--- config.mk ---
export PLATFORM = sky130hd
export DESIGN_NAME = vga_mono_filter_pipe
export DESIGN_NICKNAME = d
export VERILOG_FILES = /design/src/rtl/vga_mono_filter_pipe.sv
export SDC_FILE = /design/constraint.sdc
export NUM_CORES = 1
export LEC_CHECK = 0
export ABC_AREA = 1
export BUFFER_PORTS_ARGS = -buffer_cell sky130_fd_sc_hd__buf_2
export CAP_MARGIN = 25
export CORE_ASPECT_RATIO = 1.75
export CORE_MARGIN = 3
export CORE_UTILIZATION = 51
export DETAILED_ROUTE_END_ITERATION = 10
export PLACE_DENSITY = 0.73
export SLEW_MARGIN = 20
export SYNTH_ARGS = -nofsm -noshare
export SYNTH_HDL_FRONTEND = slang
export SYNTH_SLANG_ARGS = --single-unit
export TNS_END_PERCENT = 30
--- constraint.sdc ---
create_clock -name clk_vga -period 2.2 [get_ports clk_vga]
set_clock_uncertainty 0.2 [all_clocks]
set_input_delay 0.22 -clock clk_vga [delete_from_list [all_inputs] [get_ports clk_vga]]
set_output_delay 0.22 -clock clk_vga [all_outputs]
set_load 0.05 [all_outputs]
--- src/rtl/vga_mono_filter_pipe.sv ---
// Three-stage VGA colour/monochrome filter: RGB -> luma, then green/amber/white tint or colour pass-through.
// Optional scanline dimming is compiled in with `define MONO_SCANLINE_EN.
module vga_mono_filter_pipe #(
  parameter int CW       = 6,
  parameter int SYNC_POL = 0,
  parameter int KR       = 54,
  parameter int KG       = 183,
  parameter int KB       = 18
) (
  input  logic          clk_vga,
  input  logic          reset_n,
  input  logic [CW-1:0] r_in,
  input  logic [CW-1:0] g_in,
  input  logic [CW-1:0] b_in,
  input  logic          hsync_in,
  input  logic          vsync_in,
  input  logic [1:0]    mode_in,
  input  logic          scan_en,
  output logic [CW-1:0] r_out,
  output logic [CW-1:0] g_out,
  output logic [CW-1:0] b_out,
  output logic          hsync_out,
  output logic          vsync_out,
  output logic [1:0]    mode_act
);

  localparam int   PW = CW + 8;
  localparam int   SW = CW + 10;
  localparam logic SP = (SYNC_POL != 0);

  function automatic logic [CW-1:0] luma_round(input logic [PW-1:0] pr, input logic [PW-1:0] pg,
                                               input logic [PW-1:0] pb);
    return CW'((SW'(pr) + SW'(pg) + SW'(pb) + SW'(128)) >> 8);
  endfunction

  logic          vs_prev;
  logic          vs_edge;
  logic [1:0]    mode_px;
  logic [PW-1:0] pr_in, pg_in, pb_in;

  assign vs_edge = (vsync_in == SP) && (vs_prev != SP);
  // The pixel arriving with the vsync edge already uses the newly latched mode.
  assign mode_px = vs_edge ? mode_in : mode_act;
  assign pr_in   = PW'(r_in) * PW'(KR);
  assign pg_in   = PW'(g_in) * PW'(KG);
  assign pb_in   = PW'(b_in) * PW'(KB);

`ifdef MONO_SCANLINE_EN
  function automatic logic [CW-1:0] dim_half(input logic [CW-1:0] v, input logic en);
    return en ? (v >> 1) : v;
  endfunction

  logic hs_prev;
  logic line_par;
  logic par_px;
  logic hs_edge;
  logic dim_p0, dim_p1;

  assign hs_edge = (hsync_in == SP) && (hs_prev != SP);

  always_comb begin
    par_px = line_par;
    if (vs_edge)
      par_px = 1'b0;
    else if (hs_edge)
      par_px = ~line_par;
  end

  always_ff @(posedge clk_vga or negedge reset_n) begin
    if (!reset_n) begin
      hs_prev  <= ~SP;
      line_par <= 1'b0;
      dim_p0   <= 1'b0;
      dim_p1   <= 1'b0;
    end else begin
      hs_prev  <= hsync_in;
      line_par <= par_px;
      dim_p0   <= scan_en & par_px;
      dim_p1   <= dim_p0;
    end
  end
`else
  logic unused_scan;
  assign unused_scan = scan_en;
`endif

  logic [CW-1:0] r_p0, g_p0, b_p0;
  logic [PW-1:0] pr_p0, pg_p0, pb_p0;
  logic          hs_p0, vs_p0;
  logic [1:0]    mode_p0;

  // Stage 1: input capture and coefficient products
  always_ff @(posedge clk_vga or negedge reset_n) begin
    if (!reset_n) begin
      vs_prev  <= ~SP;
      mode_act <= 2'b00;
      r_p0     <= '0;
      g_p0     <= '0;
      b_p0     <= '0;
      pr_p0    <= '0;
      pg_p0    <= '0;
      pb_p0    <= '0;
      hs_p0    <= ~SP;
      vs_p0    <= ~SP;
      mode_p0  <= 2'b00;
    end else begin
      vs_prev  <= vsync_in;
      mode_act <= mode_px;
      r_p0     <= r_in;
      g_p0     <= g_in;
      b_p0     <= b_in;
      pr_p0    <= pr_in;
      pg_p0    <= pg_in;
      pb_p0    <= pb_in;
      hs_p0    <= hsync_in;
      vs_p0    <= vsync_in;
      mode_p0  <= mode_px;
    end
  end

  logic [CW-1:0] r_p1, g_p1, b_p1, y_p1;
  logic          hs_p1, vs_p1;
  logic [1:0]    mode_p1;

  // Stage 2: rounded luma
  always_ff @(posedge clk_vga or negedge reset_n) begin
    if (!reset_n) begin
      r_p1    <= '0;
      g_p1    <= '0;
      b_p1    <= '0;
      y_p1    <= '0;
      hs_p1   <= ~SP;
      vs_p1   <= ~SP;
      mode_p1 <= 2'b00;
    end else begin
      r_p1    <= r_p0;
      g_p1    <= g_p0;
      b_p1    <= b_p0;
      y_p1    <= luma_round(pr_p0, pg_p0, pb_p0);
      hs_p1   <= hs_p0;
      vs_p1   <= vs_p0;
      mode_p1 <= mode_p0;
    end
  end

  logic [CW-1:0] r_nx, g_nx, b_nx;

  always_comb begin
    r_nx = r_p1;
    g_nx = g_p1;
    b_nx = b_p1;
    case (mode_p1)
      2'b01: begin
        r_nx = '0;
        g_nx = y_p1;
        b_nx = '0;
      end
      2'b10: begin
        r_nx = y_p1;
        g_nx = y_p1 >> 1;
        b_nx = '0;
      end
      2'b11: begin
        r_nx = y_p1;
        g_nx = y_p1;
        b_nx = y_p1;
      end
      default: ;
    endcase
`ifdef MONO_SCANLINE_EN
    r_nx = dim_half(r_nx, dim_p1);
    g_nx = dim_half(g_nx, dim_p1);
    b_nx = dim_half(b_nx, dim_p1);
`endif
  end

  // Stage 3: tint select and output registers
  always_ff @(posedge clk_vga or negedge reset_n) begin
    if (!reset_n) begin
      r_out     <= '0;
      g_out     <= '0;
      b_out     <= '0;
      hsync_out <= ~SP;
      vsync_out <= ~SP;
    end else begin
      r_out     <= r_nx;
      g_out     <= g_nx;
      b_out     <= b_nx;
      hsync_out <= hs_p1;
      vsync_out <= vs_p1;
    end
  end

endmodule

Word-level counts from Yosys, hierarchy flattened. Cells that the tools add are included.

Flip-flop bits (word level): 105. Bits of input ports: 25. Output and inout bits: 22. Logic and storage cells: 38.

Add/sub/neg operators: 3. Multiply operators: 3. Equality and inequality tests: 3. Multiplexer cells: 3. Bitwise gates (word level): 1. Reduce and logical (&&, ||, !) cells: 4.

Operators by type and width (number): $pmux W6 S2 (3); $add A12 B14 Y14 (1); $add A14 B11 Y14 (1); $add A14 B8 Y14 const B (1); $mul A6 B8 Y14 const B (1); $mul A6 B5 Y11 const B (1); $mul A6 B4 Y10 const B (1); $reduce_or A2 Y1 (3); $eq A2 B2 Y1 const B (2); $eq A2 B1 Y1 const B (1); $logic_and A1 B1 Y1 (1); $not A1 Y1 (1).

Depth between registers and ports, before layout. Gate-level depths: netlist (run 1).

Depth in word-level cells: 3. Gate-level depth with buffers: 14. Mapped depth without buffers: 14.

Worst setup path before layout (run 1). No wires, ideal clock.

Kind: input to register. Start point: input g_in[3]. End point: register pg_p0[12]. Setup time: 0.117 ns. Arrival time: 2.649 ns. Data required time: 1.883 ns. Setup slack: -0.766 ns. Stages: 12. Path buffers: 0. Path through: fa_1 > inv_1 > fa_1 > fa_1 > inv_1 > ha_1 > nand2_1 > a21oi_1 > o21ai_0 > nand3_1 > nand2_1 > nand2_1.

Cells in the longest elaborated chain, start to end: 1.

Ends and longest elaborated chain: start, declared (RTL line 13) `input logic [CW-1:0] g_in,`; $mul A6 B8 Y14 (RTL line 45) `assign pg_in = PW'(g_in) * PW'(KG);`; named net pg_in[12] (RTL line 39) `logic [PW-1:0] pr_in, pg_in, pb_in;`; end signal, assigned (RTL line 113) `pg_p0 <= pg_in;`; end, declared (RTL line 88) `logic [PW-1:0] pr_p0, pg_p0, pb_p0;`.

The timed path passes the listed nets, and every way through them passes these cells. A chain may end at the register's enable or synchronous reset.

Final worst setup path (run 1).
Start point: input g_in[4]. End point: register pg_p0[12].

Same word-level chain as after synthesis.

==> results of run 1 <==
final timing paths:
path	slack (ns)	depth (start not counted)	from	end
setup / recovery	-0.42	13	g_in[4]	pg_p0[12]
hold / removal	0.04	3	r_in[1]	pr_p0[2]
setup reg to reg	-0.36	13	pb_p0[6]	y_p1[5]
hold reg to reg	0.14	0	g_p0[1]	g_p1[1]
max in group asynchronous	0.94	3	reset_n	vs_p1
min in group asynchronous	0.20	2	reset_n	b_out[4]
kinds of logic after synthesis:
logic type / after synthesis / synth area share
buffers and inverters: 102 / 0.0701
adder cells (fa/ha/maj): 103 / 0.272
multiplexers: 2 / 0.00408
AO/OA/AOI/OAI: 45 / 0.0492
XOR/XNOR: 21 / 0.0333
flip-flops: 100 / 0.455
AND/OR/NAND/NOR: 154 / 0.117
repair_timing:
action	in CTS	in global routing
pin swaps	24	17
endpoints found under the hold margin	62	0
resized for setup	41	34
hold buffers	23	0
buffers inserted	1	1
setup endpoints to repair	21	23
routing by layer:
| metal | global-route usage | vias to the layer above |
|---|---|---|
| li1 | - | 1953 |
| met1 | 0.231 | 2070 |
| met2 | 0.471 | 101 |
| met3 | 0.0293 | 52 |
| met4 | 0.141 | 0 |
| met5 | 0 | - |
where the power goes:
group	internal (mW)	switching (mW)
clock network	0.925	0.746
logic	3.15	3.96
registers	2.28	0.218
total	6.35	4.92
through the flow:
step	utilization	hold WS [ns]	setup TNS [ns]	power (mW)
6_report	0.712	0.0430	-6.54	11.3
5_1_grt	0.712	0.0328	-8.18	12.1
4_1_cts	0.692	0.00851	-6.11	10.2
3_5_place_dp	0.616	0.0148	-13.90	7.99
3_3_place_gp	0.616	0.00740	-13.12	7.78
2_1_floorplan	-	-0.276	-8.02	6.03
worst max-delay path: stages:
cell	delay [ns]
buf_8	0.11
fa_2	0.56
inv_2	0.04
fa_2	0.52
fa_1	0.42
inv_2	0.08
ha_4	0.22
nand2_4	0.10
a21oi_2	0.06
o21ai_2	0.13
nand3_1	0.09
nand2_1	0.06
nand2_1	0.05
placed cells by master, fill, tap and decap left out, types with 3 or more instances in the layout:
| master | instances |
|---|---|
| dlygate4sd3_1 | 23 |
| clkbuf_16 | 9 |
| buf_2 | 39 |
| a21oi_1 | 8 |
| dfrtp_1 | 94 |
| ha_4 | 22 |
| a21o_1 | 3 |
| nand2_2 | 11 |
| o21ai_0 | 15 |
| inv_1 | 90 |
| nor2_1 | 15 |
| a21oi_2 | 4 |
| ha_1 | 53 |
| nand2_1 | 93 |
| buf_6 | 3 |
| dfstp_2 | 6 |
| fa_1 | 25 |
| nand4_1 | 8 |
| inv_2 | 11 |
| nand3_1 | 12 |
| fa_2 | 3 |
| o211ai_1 | 5 |
| nand3_2 | 4 |
| o21ai_2 | 4 |
| nor2_2 | 5 |
| buf_4 | 65 |
| xor2_1 | 17 |
state kept, by name, indices dropped and copies added (netlist names), 2 cells and up:
name,cells
r_p0,6
g_p0,5
g_out,6
pb_p0,7
r_p1,6
mode_p0,2
g_p1,6
pg_p0,14
mode_p1,2
b_out,6
y_p1,6
b_p1,6
pr_p0,10
b_p0,6
r_out,6
cell type report:
| type | count | area share |
|---|---|---|
| multi-input cells | 325 | 0.410 |
| clock buffers | 9 | 0.0304 |
| clock inverters | 7 | 0.0138 |
| inverters | 101 | 0.0511 |
| flip-flops and latches | 100 | 0.338 |
| repair buffers | 133 | 0.134 |
| well taps | 127 | 0.0214 |
==> flow_summary_export.csv, run 1 <==
group,metric,value,unit
sta,clock.fmax,381,MHz
synthesis,avgSynthCellArea,10.5,um2
die,io-pin-count,47,
synthesis,ys_seq_area_frac,0.455,
route,routed.top_layer,"met4",
synthesis,synth_warnings,0,
synthesis,synth_cell_types,28,
final_layout,multi_input_area,3040,um2
place,hpwl,9.34,mm
route,drc,0,
synthesis,syn-instance-count,527,
global_route,grt_pass1_wl,22.4,mm
clocking,clk_latency,0.35,ns
clocking,cts.clk_slew.worst_paths,0.08,ns
die,start_util,0.530,
final_layout,finalNetCount,798,
critical_path,crit_fanout,6,
route,ant_nets,0,
synthesis,synth_area_leader_cell,"dfrtp_1",
power,pwr_density_cell,1520,nW/um2
place,dp_cells,761,
synthesis,ys_seq_elements,100,
run,maxCapViolCount,0,
run_status,violations,"negative setup slack",
final_layout,drive_gt1_frac,0.305,
global_route,grt_pass1_vias,4759,
synthesis,synth_area_leaders,"dfrtp_1 (43%), ha_1 (17%), fa_1 (10%)",
final_layout,antennaDiodeCount,0,
die,die-area,12200,um2
route,first_iter_violations,232,
global_route,grt_max_degree,49,
global_route,antenna_found_initial,0,
sta,rsz0062_at_grt,"true",
final_layout,regArea,2510,um2
sta,setup_ws,-0.421,ns
sta,final_max_slew_viol_count,0,
critical_path,path_class,"in2reg",
sta,fin_crit,2.62,ns
synthesis,synth_edf_count,0,
route,avgRoutedWirePerCell,17.6,um
global_route,grt_overflow,0,
synthesis,synth_common_cells,"nand2_1 (104), inv_1 (98), dfrtp_1 (94)",
power,vdd_drop_max,1.39,mV
global_route,track_usage,0.239,
route,m1WireLength,4.73,mm
route,routed_wirelength,14.1,mm
route,routed-via-count,4176,
clocking,cts_tree,"done",
min_path,hold_class,"in2reg",
synthesis,yosysMostFrequentCell,"nand2_1",
critical_path,start_kind,"input port",
place,post-place-ws,-0.879,ns
place,place_area,6420,um2
final_layout,final_cells,802,
critical_path,required,2.23,ns
power,leakagePower,3.84,nW
final_layout,design_area,7420,um2
sta,final-hold-violation-count,0,
route,viasPerCell,5.21,
place,place_congestion,0.965,
run_status,status,"complete, but fails checks",
sta,setup_viol_count_final,21,
clocking,htree_num_levels,3,
critical_path,end_kind,"register",
synthesis,synth_area,5520,um2
clocking,cts-buffers-inserted,9,
synthesis,synth_ff_type,"dfrtp_1",
route,wl_met2,8.23,mm
final_layout,flow.area_growth_from_synthesis,34.4,%
final_layout,nFillCells,658,
route,first_pass_iters,4,
route,wl_met3,319,um
critical_path,crit_arrival,2.66,ns
place,io_buffers,45,
sta,tightest_slew,0.690,ns
die,die_h,144,um
synthesis,syn_nets,655,
die,design.core.area,10400,um2
sta,slew_headroom,0.539,
die,die_w,84.6,um
synthesis,async_flop_share,1.00,
clocking,cts-root-buf,"clkbuf_16",
clocking,ctsLongestPathBuffers,2,
synthesis,synth_top_area_frac,0.426,
sta,period_share,1.19,
die,num_rows,49,
clocking,cts.sinks,100,
Power figures use the tool's default switching activity.
==> inputs of run 2 (changes only) <==
--- a/config.mk
+++ b/config.mk
@@ -5,14 +5,13 @@
 export SDC_FILE = /design/constraint.sdc
 export NUM_CORES = 1
 export LEC_CHECK = 0
-export ABC_AREA = 1
-export BUFFER_PORTS_ARGS = -buffer_cell sky130_fd_sc_hd__buf_2
 export CAP_MARGIN = 25
 export CORE_ASPECT_RATIO = 1.75
 export CORE_MARGIN = 3
-export CORE_UTILIZATION = 51
+export CORE_UTILIZATION = 57
 export DETAILED_ROUTE_END_ITERATION = 10
-export PLACE_DENSITY = 0.73
+export DONT_BUFFER_PORTS = 1
+export PLACE_DENSITY = 0.75
 export SLEW_MARGIN = 20
 export SYNTH_ARGS = -nofsm -noshare
 export SYNTH_HDL_FRONTEND = slang
==> run 2 against run 1 <==
Against the previous run:
- the flow finishes with violations (negative hold slack, negative setup slack)
- clock power is 8% lower
- hold slack worse by 0.68 ns
- synthesized cell count is 24% lower
- die area is 15% lower
- via count is 24% lower
- non-clock buffer count is 55 lower
- sequential power is 20% higher
- maximum frequency is 9.3% lower
- global-route usage is 1.4 points lower
- sequential cell count stayed put
- wire length is 26% lower
- largest power group unchanged
- highest routed layer unchanged
==> flow_summary_export.csv, run 2 <==
group,metric,value,unit
run_status,status,"complete, but fails checks",
run_status,violations,"negative hold slack, negative setup slack",
synthesis,syn_nets,530,
clocking,ctsLongestPathBuffers,2,
final_layout,final_common_cell,"dfrtp_1",
global_route,grt_overflow,0,
die,die_h,132,um
clocking,htree_num_levels,3,
final_layout,final_cells,610,
place,io_buffers,0,
synthesis,synth_warnings,0,
synthesis,synth_edf_count,0,
global_route,antenna_found_initial,0,
die,die_w,78.2,um
place,post-place-ws,-1.11,ns
power,internal_power,5.81,mW
power,switching_share,0.393,
clocking,cts_tree,"done",
global_route,grt_pass1_vias,3571,
synthesis,synth_cell_types,42,
critical_path,end_kind,"register",
critical_path,crit_arrival,2.96,ns
critical_path,start_kind,"input port",
sta,clock.fmax,346,MHz
power,pwr_density_cell,1480,nW/um2
synthesis,avgSynthCellArea,12.9,um2
sta,setup_tns,-7.90,ns
power,p_switching,3.77,mW
final_layout,reg_top3,"pg_p0 x14, pr_p0 x10, pb_p0 x7",
critical_path,worstRegToRegCells,9,
die,io-pin-count,47,
final_layout,antennaDiodeCount,0,
die,num_rows,45,
route,drc,0,
min_path,hold_class,"in2async",
critical_path,path_class,"in2reg",
route,routed_wirelength,10.5,mm
synthesis,ys_seq_area_frac,0.483,
critical_path,crit_fanout,5,
global_route,grt_use_met1,0.226,
synthesis,synth_mux_area_frac,0.0159,
place,place_congestion,0.769,
sta,setup_viol_count_final,19,
power,clkPwrFrac,0.161,
sta,tightest_slew,0.910,ns
global_route,met2_usage,0.431,
power,vdd_drop_max,0.890,mV
sta,slew_headroom,0.391,
synthesis,syn-instance-count,402,
critical_path,required,2.27,ns
die,start_util,0.591,
route,ant_nets,0,
synthesis,synth_xor_area_frac,0.0405,
place,hpwl,7.80,mm
sta,final-hold-violation-count,100,
synthesis,synth-simple-area-share,0.0422,
synthesis,synth_ff_type,"dfrtp_1",
final_layout,finalNetCount,616,
synthesis,yosysMostFrequentCell,"dfrtp_1",
clocking,ctsHoldBuffers,25,
run,maxCapViolCount,0,
sta,final_max_slew_viol_count,0,
clocking,clk_latency,0.34,ns
route,first_iter_violations,138,
route,first_pass_iters,4,
die,design.core.area,8780,um2
global_route,grt_pass1_wl,17.3,mm
critical_path,ff2ff_setup_slack,-0.56,ns
global_route,grt_util_met3,0.0376,
critical_path,r2r_start,"pb_p0[5]",
power,power_frac_comb,0.528,
synthesis,synth-compound-area-share,0.0838,
final_layout,flow.area_growth_from_synthesis,24.4,%
synthesis,synth_top_area_frac,0.453,
synthesis,synth_top_family_by_area,"adder cells",
synthesis,synth_fa_ha_area_frac,0.289,
synthesis,async_flop_share,1.00,
clocking,cts.sinks,100,
synthesis,ys_seq_elements,100,
clocking,cts-buffers-inserted,9,
clocking,cts-root-buf,"clkbuf_16",
critical_path,r2r_end,"y_p1[5]",
route,avgRoutedWirePerCell,17.2,um
route,routed-via-count,3161,
clocking,cts.clk_slew.worst_paths,0.07,ns
final_layout,mostFrequentLayoutCells,"dfrtp_1 (94), ha_1 (66), inv_1 (55)",
place,dp_cells,568,
die,die-area,10300,um2
synthesis,synth_area,5190,um2
final_layout,largest_register_ffs,14,
global_route,track_usage,0.225,
sta,setup_ws,-0.689,ns
power,p_seq_frac,0.311,
power,leakagePower,3.20,nW
final_layout,largest-register,"pg_p0",
final_layout,drive_gt1_frac,0.231,
sta,whs,-0.637,ns
sta,fin_crit,2.89,ns
sta,period_share,1.31,
synthesis,synth_area_leaders,"dfrtp_1 (45%), ha_1 (18%), fa_1 (11%)",
final_layout,nFillCells,567,
global_route,grt_busiest_layer,"met2",
synthesis,synth_common_cells,"dfrtp_1 (94), ha_1 (75), inv_1 (59)",
global_route,grt_max_degree,101,
route,viasPerCell,5.18,
sta,rsz0062_at_grt,"true",
synthesis,synth_area_leader_cell,"dfrtp_1",
-- run 2: layer usage --
metal,vias up,share of wire
li1,1508,-
met1,1560,0.34
met2,69,0.59
met3,24,0.028
met4,0,0.036
met5,-,0
-- run 2: worst max-delay path, stage by stage --
cell	delay [ns]
fa_1	0.56
inv_2	0.05
fa_1	0.45
fa_1	0.51
inv_2	0.05
ha_4	0.21
nor2b_4	0.12
o21a_1	0.20
o21ai_2	0.19
nand2b_1	0.10
a21oi_2	0.15
xnor2_1	0.13
-- run 2: worst max-delay path by stage --
stage / start / to / slack [ns] / depth (start not counted)
6_report: g_in[3] / pg_p0[9] / -0.69 / 12
5_1_grt: g_in[3] / pg_p0[13] / -0.79 / 12
3_3_place_gp: g_in[3] / pg_p0[9] / -1.03 / 12
3_5_place_dp: g_in[3] / pg_p0[9] / -1.11 / 12
2_1_floorplan: g_in[3] / pg_p0[9] / -0.91 / 12
4_1_cts: g_in[3] / pg_p0[9] / -0.68 / 12
-- run 2: area by class of cell --
| type | instances | area (um2) | share of cell area |
|---|---|---|---|
| multi-input combinational | 239 | 2630 | 0.408 |
| sequential | 100 | 2510 | 0.389 |
| timing repair buffer | 78 | 651 | 0.101 |
| clock buffer | 10 | 239 | 0.0370 |
| inverter | 60 | 225 | 0.0349 |
| tap | 117 | 146 | 0.0227 |
| clock inverter | 6 | 55.1 | 0.00852 |
-- run 2: kinds of logic (layout without fill, tap and decap cells) --
logic type,after synthesis,count (layout)
fa+ha+maj,103,103
flops,100,100
buf+inv,63,154
compound gates,60,60
simple gates,44,44
xor+xnor,24,24
mux,8,8
-- run 2: power by group through the flow --
| stage | Sequential, mW | Combinational [mW] | Clock (mW) |
|---|---|---|---|
| final | 2.98 | 5.05 | 1.54 |
| after global routing | 3.02 | 5.63 | 1.63 |
| after CTS | 2.98 | 4.82 | 1.56 |
| after detailed placement | 3.02 | 4.33 | 0 |
| after global placement | 3.00 | 4.04 | 0 |
| after floorplan | 2.90 | 2.81 | 0 |
-- run 2: timing repair --
action | CTS | global route
endpoints found under the setup margin | 20 | 21
setup buffers | 0 | 1
pin swaps | 17 | 8
resized for setup | 14 | 9
hold endpoints to repair | 132 | 100
-- run 2: stage by stage --
step | cell area (um2) | total power [mW] | util
after floorplan | 5230 | 5.72 | -
after global placement | 5750 | 7.04 | 0.655
after detailed placement | 5750 | 7.35 | 0.655
after CTS | 6410 | 9.37 | 0.730
after global routing | 6460 | 10.3 | 0.735
final | 6460 | 9.58 | 0.735
